### src/rtl/sccb_pkg.sv
// Shared SCCB/OV7670 constants and the init-sequencer state type.
package sccb_pkg;

  localparam logic [1:0]  MODE_WR3     = 2'b00;
  localparam logic [1:0]  MODE_WR2     = 2'b01;
  localparam logic [1:0]  MODE_RD2     = 2'b11;

  localparam logic [7:0]  OV7670_WR_ID = 8'h42;

  localparam logic [15:0] TBL_END      = 16'hFFFF;
  localparam logic [15:0] TBL_DELAY    = 16'hFFF0;

  typedef enum logic [3:0] {
    ST_IDLE,
    ST_FETCH,
    ST_DECODE,
    ST_ISSUE,
    ST_WAIT_ACK,
    ST_WAIT_DONE,
    ST_GAP,
    ST_DELAY,
    ST_DONE,
    ST_ERROR
  } seq_state_t;

  function automatic int max3(input int a, input int b, input int c);
    int m;
    m = (a > b) ? a : b;
    return (m > c) ? m : c;
  endfunction

endpackage

### src/rtl/sccb_init_sequencer_rom.sv
// OV7670 power-up register table: soft reset, settle delay, RGB output setup.
module ov7670_init_rom
  import sccb_pkg::*;
#(
  parameter int TABLE_DEPTH = 128
) (
  input  logic                           clk,
  input  logic [$clog2(TABLE_DEPTH)-1:0] idx,
  output logic [15:0]                    entry
);

  logic [15:0] r_entry;

  // Entries past the end of the table read as END so a short table terminates.
  always_ff @(posedge clk) begin
    case (int'(idx))
      0:       r_entry <= 16'h1280;
      1:       r_entry <= TBL_DELAY;
      2:       r_entry <= 16'h1204;
      3:       r_entry <= 16'h3A04;
      default: r_entry <= TBL_END;
    endcase
  end

  assign entry = r_entry;

endmodule

### src/rtl/sccb_init_sequencer.sv
// Walks the OV7670 init table and issues one SCCB 3-phase write per entry.
module sccb_init_sequencer
  import sccb_pkg::*;
#(
  parameter logic [7:0] DEV_ADDR     = OV7670_WR_ID,
  parameter int         TABLE_DEPTH  = 128,
  parameter int         GAP_CYCLES   = 64,
  parameter int         DELAY_CYCLES = 500000,
  parameter int         ACK_TIMEOUT  = 1024,
  localparam int        IDX_W        = $clog2(TABLE_DEPTH)
) (
  input  logic             clk,
  input  logic             rst_n,
  input  logic             i_start,
  output logic             o_usher,
  output logic [7:0]       o_address,
  output logic [7:0]       o_subaddress,
  output logic [7:0]       o_data,
  output logic [1:0]       o_mode,
  input  logic             i_busy,
  output logic             o_active,
  output logic             o_done,
  output logic             o_error,
  output logic [IDX_W-1:0] o_index
);

  localparam int CNT_W = $clog2(max3(DELAY_CYCLES, GAP_CYCLES, ACK_TIMEOUT)) + 1;
  localparam logic [CNT_W-1:0] GAP_LAST   = CNT_W'(GAP_CYCLES - 1);
  localparam logic [CNT_W-1:0] DELAY_LAST = CNT_W'(DELAY_CYCLES - 1);
  localparam logic [CNT_W-1:0] ACK_LAST   = CNT_W'(ACK_TIMEOUT - 1);
  localparam logic [IDX_W-1:0] IDX_LAST   = IDX_W'(TABLE_DEPTH - 1);

  seq_state_t       r_state;
  seq_state_t       w_next;
  logic [IDX_W-1:0] r_index;
  logic [CNT_W-1:0] r_count;
  logic [7:0]       r_sub;
  logic [7:0]       r_data;
  logic             r_usher;
  logic [15:0]      w_entry;
  logic             w_parked;
  logic             w_advance;

  ov7670_init_rom #(
    .TABLE_DEPTH(TABLE_DEPTH)
  ) u_rom (
    .clk  (clk),
    .idx  (r_index),
    .entry(w_entry)
  );

  assign w_parked  = (r_state == ST_IDLE) || (r_state == ST_DONE) || (r_state == ST_ERROR);
  assign w_advance = ((r_state == ST_GAP) || (r_state == ST_DELAY)) && (w_next == ST_FETCH);

  always_comb begin
    w_next = r_state;
    case (r_state)
      ST_IDLE, ST_DONE, ST_ERROR: if (i_start) w_next = ST_FETCH;
      ST_FETCH:                   w_next = ST_DECODE;
      ST_DECODE: begin
        if (w_entry == TBL_END)        w_next = ST_DONE;
        else if (w_entry == TBL_DELAY) w_next = ST_DELAY;
        else                           w_next = ST_ISSUE;
      end
      // A master still busy from an earlier transfer holds off the usher.
      ST_ISSUE:                   if (!i_busy) w_next = ST_WAIT_ACK;
      ST_WAIT_ACK: begin
        if (i_busy)                  w_next = ST_WAIT_DONE;
        else if (r_count == ACK_LAST) w_next = ST_ERROR;
      end
      ST_WAIT_DONE:               if (!i_busy) w_next = ST_GAP;
      ST_GAP:   if (r_count == GAP_LAST)   w_next = (r_index == IDX_LAST) ? ST_DONE : ST_FETCH;
      ST_DELAY: if (r_count == DELAY_LAST) w_next = (r_index == IDX_LAST) ? ST_DONE : ST_FETCH;
      default:                    w_next = ST_IDLE;
    endcase
  end

  always_ff @(posedge clk or negedge rst_n) begin
    if (!rst_n) begin
      r_state <= ST_IDLE;
      r_index <= '0;
      r_count <= '0;
      r_sub   <= '0;
      r_data  <= '0;
      r_usher <= 1'b0;
    end else begin
      r_state <= w_next;
      r_usher <= (r_state == ST_ISSUE) && !i_busy;
      // Every timed state starts counting from zero; the count saturates.
      if (w_next != r_state)             r_count <= '0;
      else if (r_count != {CNT_W{1'b1}}) r_count <= r_count + 1'b1;
      if (w_parked && i_start)           r_index <= '0;
      else if (w_advance)                r_index <= r_index + 1'b1;
      if ((r_state == ST_DECODE) && (w_next == ST_ISSUE)) begin
        r_sub  <= w_entry[15:8];
        r_data <= w_entry[7:0];
      end
    end
  end

  assign o_usher      = r_usher;
  assign o_address    = DEV_ADDR;
  assign o_subaddress = r_sub;
  assign o_data       = r_data;
  assign o_mode       = MODE_WR3;
  assign o_active     = !w_parked;
  assign o_done       = (r_state == ST_DONE);
  assign o_error      = (r_state == ST_ERROR);
  assign o_index      = r_index;

endmodule

### config.mk
export PLATFORM = sky130hd
export DESIGN_NAME = sccb_init_sequencer
export DESIGN_NICKNAME = d
export VERILOG_FILES = /design/src/rtl/sccb_pkg.sv /design/src/rtl/sccb_init_sequencer_rom.sv /design/src/rtl/sccb_init_sequencer.sv
export SDC_FILE = /design/constraint.sdc
export NUM_CORES = 1
export LEC_CHECK = 0
export ABC_CLOCK_PERIOD_IN_PS = 6400
export BUFFER_PORTS_ARGS = -buffer_cell sky130_fd_sc_hd__buf_2
export CORE_ASPECT_RATIO = 1.25
export CORE_MARGIN = 2
export CORE_UTILIZATION = 50
export DETAILED_ROUTE_END_ITERATION = 8
export GPL_TIMING_DRIVEN = 0
export MAX_ROUTING_LAYER = met4
export PLACE_DENSITY_LB_ADDON = 0.05
export SETUP_SLACK_MARGIN = 0.15
export SLEW_MARGIN = 30
export SYNTH_ARGS = -nofsm -noshare
export SYNTH_HDL_FRONTEND = slang
export SYNTH_SLANG_ARGS = --single-unit
### constraint.sdc
create_clock -name clk -period 6.4 [get_ports clk]
set_input_delay 0.32 -clock clk [delete_from_list [all_inputs] [get_ports clk]]
set_output_delay 0.32 -clock clk [all_outputs]
set_load 0.01 [all_outputs]
==> results.txt, run 1 <==
* Synthesis-to-layout area growth: 13.6%
* Register clock-pin slew on the reported worst setup and hold paths: 80 ps
- The floorplan has 29 rows.
- dfrtp_1 is the most common cell in the netlist.
- Of the total power, the share spent switching nets is 39.7%.
- From bottom edge to top edge, the die measures 85.5 um.
- Last element of the critical path: o_index[5]$_DFFE_PN0P_
* Required time of the critical path: 6630 ps
* Violations in the final reports: negative hold slack
- TritonCTS built the clock tree.
- Top cell types by occurrence after synthesis: dfrtp_1 (38), nor3_1 (23), buf_4 (20), nand2_1 (19), nor2_1 (18)
* Biggest area consumer among synthesized cells: dfrtp_1
* Clock Sinks: 43
* Post-CTS setup buffers: 0
- The hold violation total from the final report came to 34.
- Mean cell area of the mapped netlist: 8.97 um^2
- Nets: 350
- Number of placed instances with taps included: 396
* Largest net degree at the start of global routing: 39
- Launch point of the critical path: r_count[15]$_DFFE_PN0P_
- In this run, synthesis produced a sequential element count of 43.
- Area fraction of the dominant cell type after synthesis: a little over a third
- Maximum number of buffers from clock root to sink: 2
- At the pin with the least slew margin, the transition time is 563 ps.
- Max transition margin: between 60 and 70%
* Average detailed-routed wire length per instance: 13.8 um
* Setup Crit Path Kind: flip-flop to flip-flop
* Summed negative setup slack over all endpoints: 0 ps
- P_sw: ~0.40 mW
* Number of warnings issued by yosys: 0
- The layout has 467 filler cells.
* Count of buffers from port buffering: 30
* Portion of total power attributed to sequential cells: between 30 and 40%
* HPWL after DPL: between 4 and 5 mm
- Across all hold checks on the routed design, the worst slack comes to -10.7 ps.
* Hold buffers post-CTS: 0
* Number of flops mapped to enable cells by yosys: 0
* Highest fanout seen on the critical path: 10
* Register-to-Register Setup Slack: ~3600 ps
- Setup violations remaining at the end of the flow were counted as 0.
- For the worst flop-to-flop path, the logic depth is 7.
* Routed via count divided by cell count: between 5 and 6
- Largest vdd supply drop: around 0.00014 V
- The via count of the first global-routing pass came to 2,025.
* Data arrival, critical path: 3020 ps
- 41 I/O pins were placed.
- The first detailed-routing pass took 4 iterations.
* Timing-limited maximum frequency: 358 MHz
- Combinational cell fraction of total power: 45.7%
* Core region area: 5120 um^2
* WL final: 5.59 mm
- Clock tree synthesis selected as its root buffer the cell clkbuf_8.
- Leakage power summed over all cells: between 1 and 1.5 nW
* Dominant cells by area after synthesis: dfrtp_1 (36%), buf_4 (5.7%), nor3_1 (4.3%), xor2_1 (4.0%), dfxtp_1 (3.8%)
* Critical R2R Launch: r_count[15]$_DFFE_PN0P_
- Once layout is complete, the cells apart from fillers number 404.
- Max-slew violation count: 0
- End of the worst register-to-register path: o_index[5]$_DFFE_PN0P_
- Clock tree synthesis inserted a total of 5 buffers.
* Power consumption: ~1.0 mW
- Detailed routing inserted a total of roughly 2,200 vias.
* Worst clock skew on the final layout: 8.38 ps
- CTS-repair resized insts: 0
* Final Wtd Congestion: 0.899
- The internal portion of the total power is ~0.6 mW.
* Initial DRC Count: 117
- Setup repair after global routing left no endpoint under its margin.
- Horiz. Die Dim: 69.2 um
- The H-tree generated during clock tree synthesis spans 2 levels.
* Combined area of all synthesized cells: 2660 um^2
- Once detail routing completed, the nets flagged for antenna violations numbered 0.
- After detailed routing, the number of remaining DRC violations is 0.
* Async SR Flop Fraction: roughly nine tenths
- Of the available clock period, the critical path in the final layout requires a little over two fifths.
- STA classifies the critical path endpoint as a flip-flop.
- STA classifies the critical path startpoint as a flip-flop.
- GRT Util Overall: 20.0%
* Global-route wire length before repair: 9.20 mm
- Most used flip-flop cell after synthesis: dfrtp_1
- Pwr per Cell Area: 335 nW/um^2
* Skew-Pair Late Insertion Delay: 300 ps
* Number of maximum-capacitance constraint violations: 0
- Crit path time final: 2800 ps
- Starting density of the core: approximately 52%
- Of the cells placed in the final design, the portion with a size suffix greater than 1 is 20.8%.
* Share of the yosys chip area belonging to registers: between 30% and 40%
- Distinct cell type count after synthesis: 51
* Die area: 5920 um^2
- The min-delay analysis places its worst path in the category input port to asynchronous set/reset pin.
- After global routing the overflow that remains totals 0.
- Antenna Cells: 0
- The flow ran to the end, but the final reports show violations.
- Fraction of power consumed by the clock network: 18.6%
- The initial antenna violation count was 0.
- Synthesis produced a netlist whose cell count is approximately 300.
## layout make-up
cell class / instances / area (um^2) / area share (%)
Multi-Input combinational cell: 217 / 1380 / 45.9
Sequential cell: 43 / 1050 / 34.8
Buffer: 37 / 225 / 7.47
Timing Repair Buffer: 30 / 153 / 5.06
Clock buffer: 8 / 100 / 3.32
Tap cell: 62 / 77.6 / 2.57
Inverter: 7 / 26.3 / 0.871
## how the worst min path moves through the flow
stage	start	end	cells after the start
after floorplan	rst_n	o_data[2]$_DFFE_PN0P_	0
after global placement	rst_n	o_subaddress[6]$_DFFE_PN0P_	1
after detailed placement	o_subaddress[4]$_DFFE_PN0P_	o_subaddress[4]$_DFFE_PN0P_	1
after CTS	rst_n	o_index[1]$_DFFE_PN0P_	1
after global routing	rst_n	r_count[13]$_DFFE_PN0P_	1
final	rst_n	o_index[1]$_DFFE_PN0P_	1
## placed cells by master, fill, tap and decap left out, types with 2 or more instances in the layout
cell      netlist  layout
a21oi_1         6       6
a31oi_1         6       6
and2_1          6       6
and3_1          8       8
and4_1          7       7
buf_2           3      32
buf_4          20      21
clkbuf_1       12      13
clkbuf_8        0       7
conb_1          2      10
dfrtp_1        38      38
dfxtp_1         5       5
ha_1            5       5
inv_1           7       7
mux2_2          5       5
mux2i_1         3       3
nand2_1        19      19
nand2b_1        4       4
nand3_1        16      16
nand3b_1        3       3
nand4_1         7       7
nand4b_1        2       2
nor2_1         18      18
nor2b_1         4       4
nor3_1         23      23
nor4_1          3       3
o211ai_1        5       5
o21ai_0         5       5
o31ai_1         6       6
o32a_1          2       2
or3_1           2       2
or4_1           8       8
xnor2_1         6       6
xor2_1         12      12
## cells by family after synthesis
logic type                 share of synthesized area (%)
muxes                                               3.25
buffers and inverters                               9.47
other                                              0.283
DFF                                                 39.6
and+or+nand+nor                                     28.9
adders and majority gates                           2.36
AOI/OAI and AO/OA                                   10.3
xor gates and xnor gates                            5.93
## layer usage
metal / up-vias / wire (um) / global-route usage, %
li1: 1126 / - / -
met1: 1047 / 2360 / 22.1
met2: 39 / 2930 / 35.4
met3: 13 / 147 / 3.17
met4: 0 / 146 / 9.09
met5: - / 0 / -
## state kept, by name, indices dropped and copies added (netlist names)
signal	flops
r_count	20
o_data	3
o_usher	1
o_index	7
u_rom.entry	5
r_state	4
o_subaddress	3
## metrics by stage
step	instance area [um^2]	utilization, %	setup slack [ps]
2_1_floorplan	2690	-	3800
3_5_place_dp	2910	57.0	3620
6_report	3020	59.0	3600
3_3_place_gp	2910	57.0	3640
4_1_cts	3010	58.9	3600
5_1_grt	3020	59.0	3450
## power groups by stage
stage	Combinational, mW	Sequential, mW	Clock [mW]
after floorplan	0.328	0.369	0
after global placement	0.464	0.366	0
after detailed placement	0.464	0.367	0
after CTS	0.466	0.362	0.195
after global routing	0.509	0.368	0.204
final	0.462	0.361	0.188
## worst max-delay path, cell delays in order (launching register included)
cell and delay, ps:
dfrtp_1 420, or4_1 550, or3b_1 400, o32a_1 410
nand2b_4 170, buf_6 130, or4_1 490, a21oi_1 150
No activity file was read; power rests on OpenSTA's default activity.
==> run 2, diff against run 1 <==
--- a/config.mk
+++ b/config.mk
@@ -5,7 +5,7 @@
 export SDC_FILE = /design/constraint.sdc
 export NUM_CORES = 1
 export LEC_CHECK = 0
-export ABC_CLOCK_PERIOD_IN_PS = 6400
+export ABC_CLOCK_PERIOD_IN_PS = 2870
 export BUFFER_PORTS_ARGS = -buffer_cell sky130_fd_sc_hd__buf_2
 export CORE_ASPECT_RATIO = 1.25
 export CORE_MARGIN = 2
==> constraint.sdc (replaced) <==
create_clock -name clk -period 2.87 [get_ports clk]
set_input_delay 0.1435 -clock clk [delete_from_list [all_inputs] [get_ports clk]]
set_output_delay 0.1435 -clock clk [all_outputs]
set_load 0.01 [all_outputs]
==> results.txt, run 2 (synthesis gave the netlist of run 1 again) <==
* Outcome: complete, no violations
* Number of placed instances with taps included: between 300 and 400
* Clock H-tree levels: 2
- The routed design has 5.69 mm of wire.
- The finished layout holds 409 standard cells, fillers aside.
- The floorplan has 29 rows.
* Register clock-pin slew on the reported worst setup and hold paths: 80 ps
* Timing-limited maximum frequency: 371 MHz
* Hold violation total from the final report: 0
* Clock Sinks: between 40 and 50
- In this run the tool buffered the top-level ports with 30 buffer cells.
* Largest reg by FF count: r_count
- Dividing the detail-routed wire length by the instance count gives 13.9 um.
- From synthesis to final layout, the design area changed by 16.2%.
- The register with the most flip-flops in the layout has 20 of them.
- Summed over all nets, wire length on met2 after detailed routing comes to 2.95 mm.
- At the worst endpoint, the arrival time is 2920 ps.
- The final critical path takes up 93.9% of the cycle.
- Routed via count divided by cell count: ~5.6
- Crit path time final: about 2700 ps
- Number of maximum-capacitance constraint violations: 0
* Met1 Wirelength: between 2 and 2.5 mm
- Max-slew violation count: 0
- Largest net degree at the start of global routing: 39
* Delay of the slowest cell on the worst path: 540 ps
* Cell-internal power: 1.38 mW
- Of the total power, the clock network draws 18.3%.
* GRT Util Overall: 20.1%
- Summed over all cells, the static leakage comes to 1.40 nW.
- Traced cell by cell, the critical path runs through or4_4, or3b_4, o32a_1, nand2b_4, buf_6, or4_1, a21oi_1.
- between 40 and 50 I/O pins were placed.
- Buffers inserted during clock tree synthesis total 5.
* Root buffer cell: clkbuf_8
- Routed via count: between 2,000 and 2,500
- STA classifies the critical path endpoint as a flip-flop.
* Highest fanout seen on the critical path: 6
- Of the total power, registers draw 35.3%.
- Per report_power, the combinational group accounts for a little under half of the total.
* Post-detailed-route count of antenna-violating nets: 0
- Setup violations remaining at the end of the flow were counted as 0.
- The total area inside the core boundary comes to 5120 um^2.
- Starting density of the core: 51.9%
- Remaining global-route overflow: 0
- The initial antenna violation count is 0.
* Nets: 355
- Max transition margin: approximately three fifths
- The worst register-to-register path has a depth of 7.
- Buffers plus inverters on the worst setup path: 1
* Final Wtd Congestion: 0.899
- The die covers 5920 um^2.
* Global-route wire length before repair: 9.27 mm
* P_sw: between 0.9 and 1 mW
- Min-delay worst type: input port to flip-flop
- Critical R2R Launch: r_count[15]$_DFFE_PN0P_
- Clock latency on the worst-skew pair, taken at its later pin, is 300 ps.
- For this block, the initial DRC count from the detailed router was slightly below 90.
- CP Launch Type: flip-flop
- TritonCTS built the clock tree.
- The cell family contributing the most delay on the critical path is simple AND/OR/NAND/NOR gates.
- Net Sw Frac: around 40%
- For the worst setup path, the data required time is about 3100 ps.
- Filler cells: 463
- Slew @ Worst Pin: 580 ps
* Vertical die dimension: 85.5 um
- Among all stages on the critical path, the largest delay is contributed by or4_4.
* Unrepaired setup endpoints after global routing: yes
- Across the VDD grid, the largest voltage drop is 0.000316 V.
* End of the worst register-to-register path: o_index[5]$_DFFE_PN0P_
* First-pass iteration count of the detailed router: 4
- Summed negative setup slack over all endpoints: 0 ps
- HPWL after DPL: 4.10 mm
* Hold Startpoint: i_start
- Most common cell after layout, fill and taps aside: dfrtp_1
- Sink of the worst hold path: r_state[3]$_DFF_PN0_
- Register-to-Register Setup Slack: approximately 170 ps
- Maximum number of buffers from clock root to sink: 2
- Horiz. Die Dim: between 60 and 70 um
* Top routing layer used: met4
* Vias in the first global route: 2,055
- Setup Crit Path Kind: flip-flop to flip-flop
* Most frequent cells in the layout: dfrtp_1 (37), buf_2 (30), buf_4 (26)
* Antenna Cells: 0
- Metal3 WL: 151 um
* Pwr per Cell Area: 740 nW/um^2
- Clock skew on the completed layout was measured at around 8.1 ps.
* Core occupancy in the finished layout: 60.3%
- Hold-critical path depth: 2
* Remaining design rule violation count: 0
- Share of final-layout standard cells stronger than drive strength 1: 23.9%
==> run 2: changes by cell type in the layout (fill, tap and decap cells not counted), sizes merged <==
cell / change
dlygate4sd3: +1
clkbuf: +1
buf: +3
==> run 2: worst max-delay path by stage <==
stage | from | endpoint | slack [ps] | cells past startpoint
2_1_floorplan | r_count[17]$_DFFE_PN0P_ | o_index[5]$_DFFE_PN0P_ | 270 | 7
3_3_place_gp | r_count[17]$_DFFE_PN0P_ | o_index[5]$_DFFE_PN0P_ | 110 | 7
3_5_place_dp | r_count[0]$_DFFE_PN0P_ | r_count[16]$_DFFE_PN0P_ | 90 | 9
4_1_cts | r_count[16]$_DFFE_PN0P_ | o_index[5]$_DFFE_PN0P_ | 150 | 7
5_1_grt | r_count[12]$_DFFE_PN0P_ | o_index[5]$_DFFE_PN0P_ | 120 | 7
6_report | r_count[15]$_DFFE_PN0P_ | o_index[5]$_DFFE_PN0P_ | 170 | 7
==> run 2: what timing repair did <==
action,in CTS,in global routing
buffers inserted,2,2
hold endpoints to repair,38,0
resized for setup,3,9
pin swaps,1,0
endpoints found under the setup margin,22,25
hold buffers,1,0
==> run 2: cell type report <==
type | instances | area (um^2) | share of cell area, %
inverters | 7 | 26.3 | 0.851
flip-flops and latches | 43 | 1050 | 34.1
multi-input cells | 217 | 1400 | 45.5
plain buffers | 37 | 234 | 7.58
clock buffers | 8 | 100 | 3.24
repair buffers | 35 | 193 | 6.24
well taps | 62 | 77.6 | 2.51
==> run 2: power groups by stage <==
stage | registers, mW | logic (mW) | clock network [mW]
floorplan | 0.822 | 0.731 | 0
global placement | 0.816 | 1.04 | 0
detailed placement | 0.818 | 1.04 | 0
CTS | 0.807 | 1.05 | 0.434
global route | 0.822 | 1.16 | 0.454
finish | 0.806 | 1.06 | 0.419
==> run 2: metrics by stage <==
| step | hold WS (ps) | worst slack [ps] | power [mW] | cell area, um^2 |
|---|---|---|---|---|
| floorplan | -152 | 271 | 1.55 | 2690 |
| global placement | 306 | 108 | 1.85 | 2910 |
| detailed placement | 310 | 90.3 | 1.85 | 2910 |
| CTS | 98.7 | 154 | 2.30 | 3040 |
| global route | 127 | 123 | 2.44 | 3090 |
| finish | 108 | 174 | 2.29 | 3090 |
==> run 2: layer usage <==
metal / vias to the layer above / track usage, %
met3: 17 / 3.17
met2: 42 / 35.5
met4: 0 / 9.80
met1: 1067 / 22.1
met5: - / -
li1: 1145 / -
==> run 3, diff against run 2 <==
--- a/config.mk
+++ b/config.mk
@@ -10,6 +10,7 @@
 export CORE_ASPECT_RATIO = 1.25
 export CORE_MARGIN = 2
 export CORE_UTILIZATION = 50
+export CTS_BUF_LIST = sky130_fd_sc_hd__clkbuf_8 sky130_fd_sc_hd__clkbuf_16
 export DETAILED_ROUTE_END_ITERATION = 8
 export GPL_TIMING_DRIVEN = 0
 export MAX_ROUTING_LAYER = met4
==> results.txt, run 3 (synthesis gave the netlist of run 1 again) <==
- The run finished with clean final reports.
- GRT Util Overall: 20.1%
- Global routing finished with a remaining overflow of 0.
- In the final timing run, aggregate negative setup slack is 0 ps.
- TritonCTS built the clock tree.
- The first global-routing pass estimated slightly above 9 mm of wire.
- The clock network is responsible for a little under a fifth of the overall power.
- 41 I/O pins were placed.
- Setup violators final: 0
* Routed via count: 2,271
- For this configuration, the core starts out at a cell density of 51.9%.
* Number of placed instances with taps included: 396
- The finished layout holds roughly 410 standard cells, fillers aside.
- The detail route stage leaves a number of antenna-violating nets equal to 0.
- Worst clock skew on the final layout: 7.84 ps
- The die covers 5920 um^2.
- Core region area: roughly 5100 um^2
- Cell-by-cell trace of the critical path: or4_4, or3b_4, o32a_1, nand2b_4, buf_6, or4_1, a21oi_1
- Ranked by flip-flop count, first place goes to r_count.
- Highest fanout seen on the critical path: 6
* Max-slew violation count: 0
- Antenna violations before repair: 0
- Met1 Wirelength: 2.42 mm
- The largest single stage delay on the critical path is about 540 ps.
- Counting both buffers and inverters, the worst setup path holds a total of 1.
- Counting the buffers created by CTS gives 5.
- In this run, flip-flops and latches consume a little over a third of the power.
- Broken down by cell family, the worst path's largest delay share belongs to simple AND/OR/NAND/NOR gates.
* Initial DRC Count: 90
* Vias in the first global route: 2,055
* Final Wtd Congestion: roughly 0.90
- Unrepaired setup endpoints after global routing: yes
- HPWL after DPL: 4.10 mm
* Number of maximum-capacitance constraint violations: 0
- Headroom to the max-slew limit came out at 61.0%.
* Clock Sinks: between 40 and 50
- Average detailed-routed wire length per instance: 13.9 um
- VDD sags by at most between 0.0003 and 0.0004 V.
- The worst hold path belongs to the class input port to flip-flop.
- Cell-internal power: roughly 1.4 mW
- Clock H-tree levels: 2
- Hold violation total from the final report: 0
* Combinational cell fraction of total power: between 40% and 50%
* First-pass iteration count of the detailed router: 4
- Register clock-pin slew on the reported worst setup and hold paths: 80 ps
- For the worst setup path, the data required time is 3100 ps.
- After routing the design area is ~3000 um^2.
- Buffers placed on the I/O ports in this run total 30.
- In this run the horizontal extent of the chip is 69.2 um.
- Routed met2 length: 2.95 mm
- CTS placed an instance of clkbuf_8 at the clock tree root.
* Routed via count divided by cell count: 5.55
- Antenna Cells: 0
* Synthesis-to-layout area growth: 16.2%
- Most common cell after layout, fill and taps aside: dfrtp_1
* Metal3 WL: 151 um
- Crit path time final: 2700 ps
* Top routing layer used: met4
- Crit path capture type: flip-flop
- Once placement finished, the instance area stood at 2910 um^2.
- Nets: 355
* Standard-cell row count: 29
- Among all stages on the critical path, the largest delay is contributed by or4_4.
- Vertical die dimension: between 80 and 90 um
* Setup Crit Path Kind: flip-flop to flip-flop
* Slew @ Worst Pin: a little under 600 ps
* Most frequent cells in the layout: dfrtp_1 (37), buf_2 (30), buf_4 (26)
* CP Launch Type: flip-flop
- The register with the most flip-flops in the layout has 20 of them.
- In this run switching power makes up 39.6% of total power.
- P_sw: 0.903 mW
- Share of final-layout standard cells stronger than drive strength 1: 23.9%
- Leakage power summed over all cells: 1.40 nW
- The clock reaches the later pin of the worst-skew pair after 300 ps.
- Data arrival, critical path: 2920 ps
- Final period utilization: 93.9%
- WL final: 5.69 mm
- Pwr per Cell Area: 739 nW/um^2
- Largest net degree at the start of global routing: 39
- Remaining design rule violation count: 0
* Timing-limited maximum frequency: 371 MHz
* Maximum number of buffers from clock root to sink: 2
==> run 3: changes by cell type in the layout (fill, tap and decap cells not counted) <==
cell      before  now
inv_1          7    8
clkbuf_1      10    9
==> run 3: timing repair <==
action | CTS | global route
setup endpoints to repair | 22 | 25
hold buffers | 1 | 0
gates resized for setup | 3 | 9
endpoints found under the hold margin | 38 | 0
buffers inserted | 2 | 2
pin swaps | 1 | 0
==> run 3: through the flow <==
step	power [mW]	setup WS (ps)	hold slack [ps]	util, %
after global routing	2.44	123	127	60.3
after global placement	1.85	108	306	57.0
final	2.28	174	108	60.3
after floorplan	1.55	271	-152	-
after CTS	2.29	153	98.7	59.5
after detailed placement	1.85	90.3	310	57.0
==> run 3: worst paths after layout <==
path | start | endpoint | slack, ps | depth (start not counted)
max in group asynchronous | rst_n | r_count[16]$_DFFE_PN0P_ | 2140 | 2
min | i_start | r_state[3]$_DFF_PN0_ | 110 | 2
min reg2reg | o_subaddress[4]$_DFFE_PN0P_ | o_subaddress[4]$_DFFE_PN0P_ | 490 | 1
max | r_count[15]$_DFFE_PN0P_ | o_index[5]$_DFFE_PN0P_ | 170 | 7
max reg2reg | r_count[15]$_DFFE_PN0P_ | o_index[5]$_DFFE_PN0P_ | 170 | 7
min in group asynchronous | rst_n | o_index[1]$_DFFE_PN0P_ | 370 | 2
==> run 3: layout make-up <==
cell class	count	area [um^2]
repair buffers	35	193
inverters	7	26.3
flip-flops and latches	43	1050
clock inverters	1	3.75
well taps	62	77.6
plain buffers	37	234
clock buffers	7	96.3
multi-input cells	217	1400
fillers	463	2030
==> run 3: routing by layer <==
layer	global-route usage [%]	vias to the layer above
li1	-	1145
met5	-	-
met2	35.5	42
met1	22.1	1067
met3	3.17	17
met4	9.80	0
==> run 3: power by group through the flow <==
stage	Combinational [mW]	Clock (mW)	Sequential (mW)
floorplan	0.731	0	0.822
global placement	1.04	0	0.816
detailed placement	1.04	0	0.818
CTS	1.05	0.431	0.807
global route	1.16	0.450	0.822
finish	1.06	0.416	0.806
